==> config.mk <==
export PLATFORM = sky130hd
export DESIGN_NAME = outlier_drain
export DESIGN_NICKNAME = d
export VERILOG_FILES = /design/src/rtl/outlier_drain.sv
export SDC_FILE = /design/constraint.sdc
export NUM_CORES = 1
export LEC_CHECK = 0
export ABC_AREA = 0
export BUFFER_PORTS_ARGS = -buffer_cell sky130_fd_sc_hd__buf_2
export CAP_MARGIN = 15
export CORE_UTILIZATION = 25
export DETAILED_ROUTE_END_ITERATION = 10
export GPL_ROUTABILITY_DRIVEN = 0
export GPL_TIMING_DRIVEN = 0
export PLACE_DENSITY_LB_ADDON = 0.15
export SKIP_LAST_GASP = 1
export SYNTH_ARGS = -nofsm -noshare
export SYNTH_HDL_FRONTEND = slang
export SYNTH_SLANG_ARGS = --single-unit
==> constraint.sdc <==
create_clock -name clock -period 3.85 [get_ports clock]
set_clock_uncertainty 0.15 [all_clocks]
set_input_delay 0.77 -clock clock [delete_from_list [all_inputs] [get_ports clock]]
set_output_delay 0.77 -clock clock [all_outputs]
set_load 0.01 [all_outputs]
==> src/rtl/outlier_drain.sv <==
// Outlier drain: after the Controller signals done, pops each outlier index
// from the FIFO, fetches its x/y/z from point memory and streams one
// coordinate record per in-range index on a valid/ready interface.
module outlier_drain #(
   parameter int unsigned N                = 16,
   parameter int unsigned POINT_CLOUD_SIZE = 17500
) (
   input  logic         clock,
   input  logic         reset,
   input  logic         done,
   input  logic         empty,
   output logic         read_fifo,
   input  logic [N-1:0] outlier_pos_fifo,
   output logic         mem_rd_en,
   output logic [N-1:0] mem_addr,
   input  logic [N-1:0] mem_x,
   input  logic [N-1:0] mem_y,
   input  logic [N-1:0] mem_z,
   output logic         out_valid,
   input  logic         out_ready,
   output logic [N-1:0] out_x,
   output logic [N-1:0] out_y,
   output logic [N-1:0] out_z,
   output logic [N-1:0] out_index,
   output logic         out_last,
   output logic [N-1:0] outlier_count,
   output logic         range_err,
   output logic         drain_done
);

   localparam logic [N-1:0] PcSize = N'(POINT_CLOUD_SIZE);

   typedef enum logic [2:0] {
      StIdle,
      StPop,
      StFetch,
      StCapture,
      StOut,
      StFinish
   } state_t;

   state_t       state;
   logic [N-1:0] idx;
   logic         fifo_in_range;

   assign fifo_in_range = (outlier_pos_fifo < PcSize);

   // Memory request is issued straight from the FIFO data in FETCH so the
   // read data lands in CAPTURE, keeping the record loop at 4 cycles.
   assign mem_rd_en = (state == StFetch) && fifo_in_range;
   assign mem_addr  = mem_rd_en ? outlier_pos_fifo : '0;

   // Drain FSM with registered stream, pop and status outputs.
   always_ff @(posedge clock) begin
      if (!reset) begin
         state         <= StIdle;
         idx           <= '0;
         read_fifo     <= 1'b0;
         out_valid     <= 1'b0;
         out_x         <= '0;
         out_y         <= '0;
         out_z         <= '0;
         out_index     <= '0;
         out_last      <= 1'b0;
         outlier_count <= '0;
         range_err     <= 1'b0;
         drain_done    <= 1'b0;
      end else begin
         read_fifo <= 1'b0;
         unique case (state)
            StIdle: begin
               if (done) begin
                  if (!empty) begin
                     state     <= StPop;
                     read_fifo <= 1'b1;
                  end else begin
                     state      <= StFinish;
                     drain_done <= 1'b1;
                  end
               end
            end
            StPop: begin
               state <= StFetch;
            end
            StFetch: begin
               idx <= outlier_pos_fifo;
               if (fifo_in_range) begin
                  state <= StCapture;
               end else begin
                  // Out-of-range entry is dropped without a record or count.
                  range_err <= 1'b1;
                  if (!empty) begin
                     state     <= StPop;
                     read_fifo <= 1'b1;
                  end else begin
                     state      <= StFinish;
                     drain_done <= 1'b1;
                  end
               end
            end
            StCapture: begin
               out_x     <= mem_x;
               out_y     <= mem_y;
               out_z     <= mem_z;
               out_index <= idx;
               // empty already reflects this record's pop.
               out_last  <= empty;
               out_valid <= 1'b1;
               state     <= StOut;
            end
            StOut: begin
               if (out_ready) begin
                  out_valid <= 1'b0;
                  if (outlier_count != '1) begin
                     outlier_count <= outlier_count + 1'b1;
                  end
                  if (out_last) begin
                     state      <= StFinish;
                     drain_done <= 1'b1;
                  end else begin
                     state     <= StPop;
                     read_fifo <= 1'b1;
                  end
               end
            end
            StFinish: begin
               drain_done <= 1'b1;
               out_valid  <= 1'b0;
            end
            default: begin
               state <= StIdle;
            end
         endcase
      end
   end

endmodule

==> results of run 1 <==
-- registers in the layout (all words and copies together) (netlist names) --
name,flops
out_z,16
drain_done,1
out_last,1
out_valid,1
range_err,1
out_index,16
state,3
out_x,16
outlier_count,16
read_fifo,1
out_y,16
idx,16
-- cell usage in the layout (no fill, tap or decap), types with 3 or more instances in the layout --
master | synthesis | routed
a21oi_1 | 94 | 94
a31oi_1 | 3 | 3
and2_1 | 3 | 3
buf_1 | 3 | 3
buf_2 | 2 | 171
clkbuf_1 | 32 | 33
clkbuf_16 | 0 | 9
clkinv_2 | 0 | 3
dfxtp_1 | 104 | 104
inv_1 | 7 | 7
mux2i_1 | 5 | 5
nand2_1 | 175 | 175
nand2b_1 | 7 | 7
nand3_1 | 7 | 7
nand4_1 | 7 | 7
nor2_1 | 7 | 7
nor3_1 | 20 | 20
nor4_1 | 6 | 6
o21ai_0 | 13 | 13
or3_1 | 7 | 7
-- cell families (layout without fill, tap and decap cells) --
logic type / after synthesis / in the layout
adder cells (fa/ha/maj): 1 / 1
AND/OR/NAND/NOR: 250 / 250
buffers and inverters: 46 / 232
flip-flops: 104 / 104
AO/OA/AOI/OAI: 123 / 123
other: 1 / 1
multiplexers: 5 / 5
-- through the flow --
step	area, um^2	hold WS, ns	power (mW)	setup slack, ns	util, %
6_report	5510	0.296	2.22	0.296	34.6
5_1_grt	5510	0.315	2.33	0.149	34.6
4_1_cts	5500	0.300	2.26	0.320	34.5
3_5_place_dp	5220	0.289	1.33	0.321	32.7
3_3_place_gp	5220	0.287	1.33	0.369	32.7
2_1_floorplan	4100	0.282	1.24	0.945	-
-- routing by layer --
layer / global-route usage (%) / part of all wire (%) / up-vias
met5: 0 / 0 / -
met4: 6.29 / 1.5 / 0
met3: 3.73 / 6.0 / 11
met2: 24.9 / 46 / 115
met1: 19.9 / 46 / 1952
li1: - / - / 2154
-- cell type report --
class	instances	area share (%)
plain buffers	39	2.84
clock buffers	10	4.16
clock inverters	6	1.09
inverters	7	0.477
multi-input cells	380	33.3
flip-flops and latches	104	37.8
well taps	216	4.91
repair buffers	170	15.4
-- worst max-delay path, delay by kind of cell --
family | cells | cell delay, ns
buf+inv | 4 | 1.06
simple gates | 2 | 0.54
compound gates | 1 | 0.25
-- synthesized netlist by cell type --
cell type / count / area, um^2
o211a_1: 1 / 10.0
and3_1: 2 / 12.5
and2_1: 3 / 18.8
nand3b_1: 1 / 7.51
a211oi_1: 2 / 15.0
a21oi_1: 94 / 470
a31oi_1: 3 / 18.8
nor3_1: 20 / 100
buf_2: 2 / 10.0
o21ai_0: 13 / 65.1
mux2i_1: 5 / 50.1
o31ai_1: 1 / 7.51
a2111oi_0: 2 / 17.5
inv_1: 7 / 26.3
conb_1: 1 / 3.75
o21bai_1: 1 / 7.51
nand4bb_1: 1 / 11.3
nor4b_1: 2 / 17.5
o32a_1: 1 / 10.0
nand3_1: 7 / 35.0
nor4_1: 6 / 37.5
nand2b_1: 7 / 43.8
or3_1: 7 / 43.8
ha_1: 1 / 12.5
a21o_1: 1 / 7.51
o2111a_1: 1 / 11.3
and4bb_2: 1 / 12.5
nand2_1: 175 / 657
a311o_1: 1 / 10.0
nor2_1: 7 / 26.3
buf_1: 3 / 11.3
nor2b_1: 1 / 6.26
clkbuf_1: 32 / 120
nand4_1: 7 / 43.8
o311a_1: 1 / 10.0
o32ai_1: 1 / 8.76
or4_1: 2 / 15.0
nor4bb_1: 1 / 10.0
buf_4: 2 / 15.0
dfxtp_1: 104 / 2080
-- where the power goes --
part / internal [mW] / switching, mW / total (mW)
registers: 1.10 / 0.0135 / 1.11
clock network: 0.502 / 0.415 / 0.917
logic: 0.0733 / 0.117 / 0.190
-- worst max path at each step --
stage / startpoint / to / slack, ns
6_report: outlier_pos_fifo[15] / mem_addr[12] / 0.30
3_3_place_gp: outlier_pos_fifo[15] / mem_addr[13] / 0.37
3_5_place_dp: outlier_pos_fifo[15] / mem_addr[5] / 0.32
4_1_cts: outlier_pos_fifo[15] / mem_addr[12] / 0.32
5_1_grt: outlier_pos_fifo[15] / mem_addr[12] / 0.15
2_1_floorplan: outlier_pos_fifo[15] / mem_addr[10] / 0.94
==> flow_metrics.tcl, run 1 <==
set metrics [dict create \
    outcome "finished, final reports clean" \
    antenna_found_initial 0 \
    critPathRequiredTime_ns 2.93 \
    synth_top_family_by_area "simple AND/OR/NAND/NOR gates" \
    peakVddDrop_mv 0.196 \
    placedCellCount 915 \
    path_max_fanout 10 \
    post-cts-setup-buffers 0 \
    fmax_mhz 281 \
    fin_crit_ns 3.55 \
    final_nets 781 \
    synth_area_mm2 0.00410 \
    crit_arrival_ns 2.63 \
    ys_ff_latch 104 \
    clk_pin_slew_ns 0.07 \
    core-area_mm2 0.0159 \
    overflow 0 \
    io_pins 171 \
    multi_input_area_mm2 0.00183 \
    rsz0062_at_grt "no" \
    hp-class "reg2reg" \
    finalSetupViolCount 0 \
    yosys-mux-area-fraction_pct 1.22 \
    cts_tree "done" \
    port_buffers 169 \
    grt_max_degree 17 \
    r2r_end "out_x[14]" \
    grt_pass1_vias 3985 \
    yosys.cell_types.count 40 \
    vias 4232 \
    synth-compound-area-share_pct 16.3 \
    r2r_cells 6 \
    core.rowCount 46 \
    hold_violations 0 \
    drt_wl_total_um 12800 \
    reg2reg_slack_ns 1.51 \
    grt_usage_pct 15.5 \
    die_h_um 130 \
    area_growth_pct 34.4 \
    regArea_mm2 0.00208 \
    cts_buffers 9 \
    start_util_pct 25.7 \
    drive_gt1_share_pct 26.5 \
    via_per_inst 4.54 \
    synth_cells 530 \
    crit_slowest_cell "nor4_1" \
    grt_pass1_wl_um 20300 \
    finalCritPeriodShare_pct 92.3 \
    syn-num-nets 600 \
    max_stage_delay_ns 0.42 \
    synthAdderAreaFrac_pct 0.305 \
    drc 0 \
    cts_resized 0 \
    slew_violations 0 \
    relSlewSlack_pct 41.9 \
    drv_cap 0 \
    synth-xor-area-share_pct 0 \
    design.die.area_mm2 0.0169 \
    antenna_cells 0 \
    clock_sinks 104 \
    hpwl_um 9590 \
    yosysWarnings 0 \
    h-tree-depth 3 \
    fin_cells 932 \
    ctsHoldBuffers 0 \
    synth_area_per_cell_um2 7.73 \
    cts_max_path_buffers 2 \
    cp-end-kind "primary output" \
    r2r-start "state[1]" \
    wl_per_cell_um 13.7 \
    hold_end "range_err" \
    p_leak_nw 2.25 \
    finalSetupTns_ns 0 \
    p_per_area_mw_per_mm2 403 \
    tightest_slew_ns 0.871 \
    cp_cell_sequence "buf_2 -> nor4_1 -> o2111a_1 -> clkbuf_1 -> buf_1 -> nor3_1 -> buf_2" \
    first_pass_iters 4 \
    ant_nets 0 \
    setup.worst_path.class "in2out" \
    synthSimpleGateAreaFrac_pct 26.8 \
    cpMostUsedCell "buf_2" \
    synth-seq-area-share_pct 50.8 \
    die_x_um 130 \
    start_kind "input pin" \
    insertion_delay_ns 0.35 \
    min_from "range_err" \
    fillCellCount 1754 \
    cts_root_buffer "clkbuf_16" \
    hold-path-cell-count 2 \
    drt_iter0_drc 147 \
]
Note: power is estimated with default switching activity, not from simulation.
==> run 2, diff against run 1 <==
- MAX_ROUTING_LAYER: default -> met4
==> run 2 against run 1 <==
  * Final cell count is the same
  * Core utilization did not move
  * Total power hardly changed
  * Sequential share of layout area stayed put
  * Clock power about the same
  * Final area unchanged
  * Global-route usage rose by 0.49 points
  * Critical path depth is the same
  * Hold slack hardly changed
  * First-iteration DRC count decreased by 6.1%
  * Critical path type unchanged
==> flow_metrics.tcl, run 2 (synthesized netlist as in run 1, its figures left out) <==
set metrics [dict create \
    dp_slack_ns 0.321 \
    crit_arrival_ns 2.63 \
    start_util_pct 25.7 \
    first_pass_iters 4 \
    cts_max_path_buffers 2 \
    drt_iter0_drc 138 \
    drc 0 \
    grt_max_degree 17 \
    finalSetupViolCount 0 \
    p_leak_nw 2.25 \
    cp_cell_sequence "buf_2 -> nor4_1 -> o2111a_1 -> clkbuf_1 -> buf_1 -> nor3_1 -> buf_2" \
    area_growth_pct 34.4 \
    finalSetupTns_ns 0 \
    p_int_mw 1.67 \
    h-tree-depth 3 \
    rsz0062_at_grt "no" \
    fmax_mhz 282 \
    wl_per_cell_um 13.8 \
    cts_tree "done" \
    hpwl_um 9590 \
    via_per_inst 4.57 \
    hold_violations 0 \
    path_max_fanout 10 \
    fin_crit_ns 3.55 \
    cts_root_buffer "clkbuf_16" \
    slew_violations 0 \
    antenna_found_initial 0 \
    crit_slowest_cell "nor4_1" \
    clk_pin_slew_ns 0.07 \
    critPathRequiredTime_ns 2.93 \
    core-area_mm2 0.0159 \
    antenna_cells 0 \
    drive_gt1_share_pct 26.5 \
    seqPwrFrac_pct 50.2 \
    die_h_um 130 \
    core.rowCount 46 \
    clock_sinks 104 \
    final_common_cell "nand2_1" \
    insertion_delay_ns 0.35 \
    ctsHoldBuffers 0 \
    start_kind "input pin" \
    final_nets 781 \
    setup.worst_path.class "in2out" \
    port_buffers 169 \
    cts_resized 0 \
    grt_pass1_vias 3985 \
    ant_nets 0 \
    hp-class "reg2reg" \
    peakVddDrop_mv 0.196 \
    clockPowerShare_pct 41.3 \
    grt_pass1_wl_um 20300 \
    stdcell_area_mm2 0.00551 \
    finalCritPeriodShare_pct 92.2 \
    p_switching_mw 0.544 \
    cp-end-kind "primary output" \
    cpMostUsedCell "buf_2" \
    relSlewSlack_pct 42.0 \
    drv_cap 0 \
    die_x_um 130 \
    post_dp_cell_area_mm2 0.00522 \
    p_total_mw 2.22 \
    max_stage_delay_ns 0.42 \
    cts_buffers 9 \
    grt_usage_pct 16.0 \
    vias 4256 \
    design.die.area_mm2 0.0169 \
    post-cts-setup-buffers 0 \
    io_pins 171 \
    drt_wl_total_um 12800 \
    mostFrequentLayoutCells "nand2_1, buf_2, dfxtp_1" \
    hold_ws_ns 0.296 \
    setup_ws_ns 0.301 \
    overflow 0 \
    p_sw_share_pct 24.5 \
    p_per_area_mw_per_mm2 403 \
    outcome "finished, final reports clean" \
    tightest_slew_ns 0.870 \
    power_frac_comb_pct 8.6 \
]
## run 2: area by class of cell
class | instances | area (um^2)
clock inverters | 6 | 60.1
plain buffers | 39 | 156
clock buffers | 10 | 229
repair buffers | 170 | 851
fillers | 1754 | 10400
well taps | 216 | 270
multi-input cells | 380 | 1830
flip-flops and latches | 104 | 2080
inverters | 7 | 26.3
## run 2: worst paths after layout
kind | to | depth (start not counted) | startpoint | slack [ns]
min | range_err | 2 | range_err | 0.30
max | mem_addr[12] | 7 | outlier_pos_fifo[15] | 0.30
min reg2reg | range_err | 2 | range_err | 0.30
max reg2reg | out_x[14] | 6 | state[1] | 1.49
## run 2: routing by layer
layer	track usage, %	share of wire, %	vias up
li1	-	-	2157
met1	20.3	47	1964
met2	24.8	46	122
met3	3.20	5.4	13
met4	6.29	1.5	0
met5	-	0	-
## run 2: power groups by stage
| stage | sequential (mW) | combinational [mW] | clock, mW |
|---|---|---|---|
| 3_3_place_gp | 1.14 | 0.190 | 0 |
| 5_1_grt | 1.12 | 0.215 | 1.00 |
| 3_5_place_dp | 1.14 | 0.192 | 0 |
| 2_1_floorplan | 1.14 | 0.0955 | 0 |
| 4_1_cts | 1.11 | 0.193 | 0.951 |
| 6_report | 1.11 | 0.190 | 0.915 |
## run 2: metrics by stage
step / utilization, % / instances
2_1_floorplan: - / 530
3_5_place_dp: 32.7 / 915
4_1_cts: 34.5 / 931
6_report: 34.6 / 932
3_3_place_gp: 32.7 / 915
5_1_grt: 34.6 / 932
## run 2: worst max-delay path: cells and delay by family
kind            cells  cell delay, ns
compound gates      1            0.25
buf+inv             4            1.06
simple gates        2            0.54
==> run 3, diff against run 2 <==
- CTS_BUF_LIST: default -> sky130_fd_sc_hd__clkbuf_8
- SETUP_SLACK_MARGIN: default -> 0.02
==> run 3 against run 2 <==
  * Sequential power hardly changed
  * Total power is 11% lower
  * Hold slack better by 0.0028 ns
  * Clock power is 25% lower
  * Critical endpoint unchanged
  * Largest cell class unchanged
==> flow_metrics.tcl, run 3 (synthesized netlist as in run 1, its figures left out) <==
set metrics [dict create \
    fin_crit_ns 3.53 \
    cts_tree "done" \
    post-cts-setup-buffers 0 \
    hold_violations 0 \
    antenna_cells 0 \
    cp-end-kind "primary output" \
    p_per_area_mw_per_mm2 367 \
    port_buffers 169 \
    fmax_mhz 283 \
    min_from "range_err" \
    path_delay_family "buffers and inverters" \
    cpMostUsedCell "buf_2" \
    design.die.area_mm2 0.0169 \
    crit_slowest_cell "nor4_1" \
    drv_cap 0 \
    h-tree-depth 3 \
    max_stage_delay_ns 0.42 \
    io_pins 171 \
    setup.worst_path.class "in2out" \
    cts_root_buffer "clkbuf_8" \
    grtUsageMet1_pct 20.2 \
    reg2reg_slack_ns 1.50 \
    finalCritPeriodShare_pct 91.8 \
    cp-startpoint "outlier_pos_fifo[15]" \
    insertion_delay_ns 0.37 \
    rsz0062_at_grt "no" \
    core-area_mm2 0.0159 \
    met2_usage_pct 24.9 \
    p_switching_mw 0.517 \
    ant_nets 0 \
    final_common_cell "nand2_1" \
    power_frac_comb_pct 9.6 \
    start_util_pct 25.7 \
    core.rowCount 46 \
    antenna_found_initial 0 \
    finalSetupTns_ns 0 \
    drc 0 \
    clock_sinks 104 \
    p_sw_share_pct 26.0 \
    tightest_slew_ns 0.862 \
    vias 4223 \
    die_x_um 130 \
    crit_buf_inv 4 \
    wl_per_cell_um 13.7 \
    p_int_mw 1.47 \
    fillCellCount 1766 \
    ctsHoldBuffers 0 \
    cts_max_path_buffers 2 \
    cts_buffers 9 \
    hpwl_um 9590 \
    grt_usage_pct 16.0 \
    grt-busiest-layer "met2" \
    p_leak_nw 2.21 \
    critPathRequiredTime_ns 2.93 \
    finalSetupViolCount 0 \
    path_max_fanout 10 \
    crit_arrival_ns 2.61 \
    use_met3_pct 3.20 \
    start_kind "input pin" \
    mostFrequentLayoutCells "nand2_1, buf_2, dfxtp_1" \
    first_pass_iters 4 \
    grt_pass1_vias 3988 \
    outcome "finished, final reports clean" \
    slew_violations 0 \
    hp-class "reg2reg" \
    peakVddDrop_mv 0.176 \
    final_nets 781 \
    grt_max_degree 17 \
    seqPwrFrac_pct 56.1 \
    relSlewSlack_pct 42.6 \
    cp_cell_sequence "buf_2 -> nor4_1 -> o2111a_1 -> clkbuf_1 -> buf_1 -> nor3_1 -> buf_2" \
    drive_gt1_share_pct 26.5 \
    grt_pass1_wl_um 20300 \
    r2r-start "state[1]" \
    clk_pin_slew_ns 0.09 \
    cts_resized 0 \
    via_per_inst 4.53 \
    overflow 0 \
    drt_iter0_drc 148 \
    die_h_um 130 \
    drt_wl_total_um 12800 \
    area_growth_pct 31.9 \
    clockPowerShare_pct 34.4 \
    utilization_pct 33.9 \
]
## run 3: cell types whose count changed in the layout (fill, tap and decap cells not counted)
cell / before / now
clkbuf_1: 33 / 32
clkbuf_16: 9 / 0
clkbuf_8: 0 / 9
inv_1: 7 / 8
## run 3: worst min-delay path: stages (launching register included)
cell,delay (ns)
dfxtp_1,0.32
inv_1,0.04
a21oi_1,0.05
## run 3: cell type report
| type | instances | area, um^2 | share of cell area, % |
|---|---|---|---|
| sequential | 104 | 2080 | 38.5 |
| multi-input combinational | 380 | 1830 | 33.9 |
| timing repair buffer | 170 | 851 | 15.7 |
| tap | 216 | 270 | 5.00 |
| buffer | 39 | 156 | 2.89 |
| clock buffer | 9 | 124 | 2.29 |
| clock inverter | 7 | 63.8 | 1.18 |
| inverter | 7 | 26.3 | 0.486 |
## run 3: final timing paths
kind,endpoint,depth (start not counted)
min,range_err,2
max reg2reg,out_x[14],6
min reg2reg,range_err,2
max,mem_addr[12],7
## run 3: stage by stage
stage	area [um^2]	total power, mW	worst slack (ns)	std cells	hold slack, ns
2_1_floorplan	4100	1.24	0.945	530	0.282
3_3_place_gp	5220	1.33	0.369	915	0.287
3_5_place_dp	5220	1.33	0.321	915	0.289
4_1_cts	5400	2.02	0.287	931	0.304
5_1_grt	5410	2.10	0.149	932	0.320
6_report	5410	1.98	0.317	932	0.298
## run 3: power groups by stage
stage                     combinational (mW)  clock (mW)  sequential [mW]
after floorplan                       0.0955           0             1.14
after global placement                 0.190           0             1.14
after detailed placement               0.192           0             1.14
after CTS                              0.193       0.719             1.11
after global routing                   0.215       0.763             1.12
final                                  0.190       0.682             1.11
## run 3: metal layers
layer / part of all wire, % / wire length (um) / vias up
met1: 47 / 6010 / 1957
met5: 0 / 0 / -
met3: 4.9 / 633 / 8
met2: 47 / 6020 / 107
met4: 1.2 / 148 / 0
li1: - / - / 2151
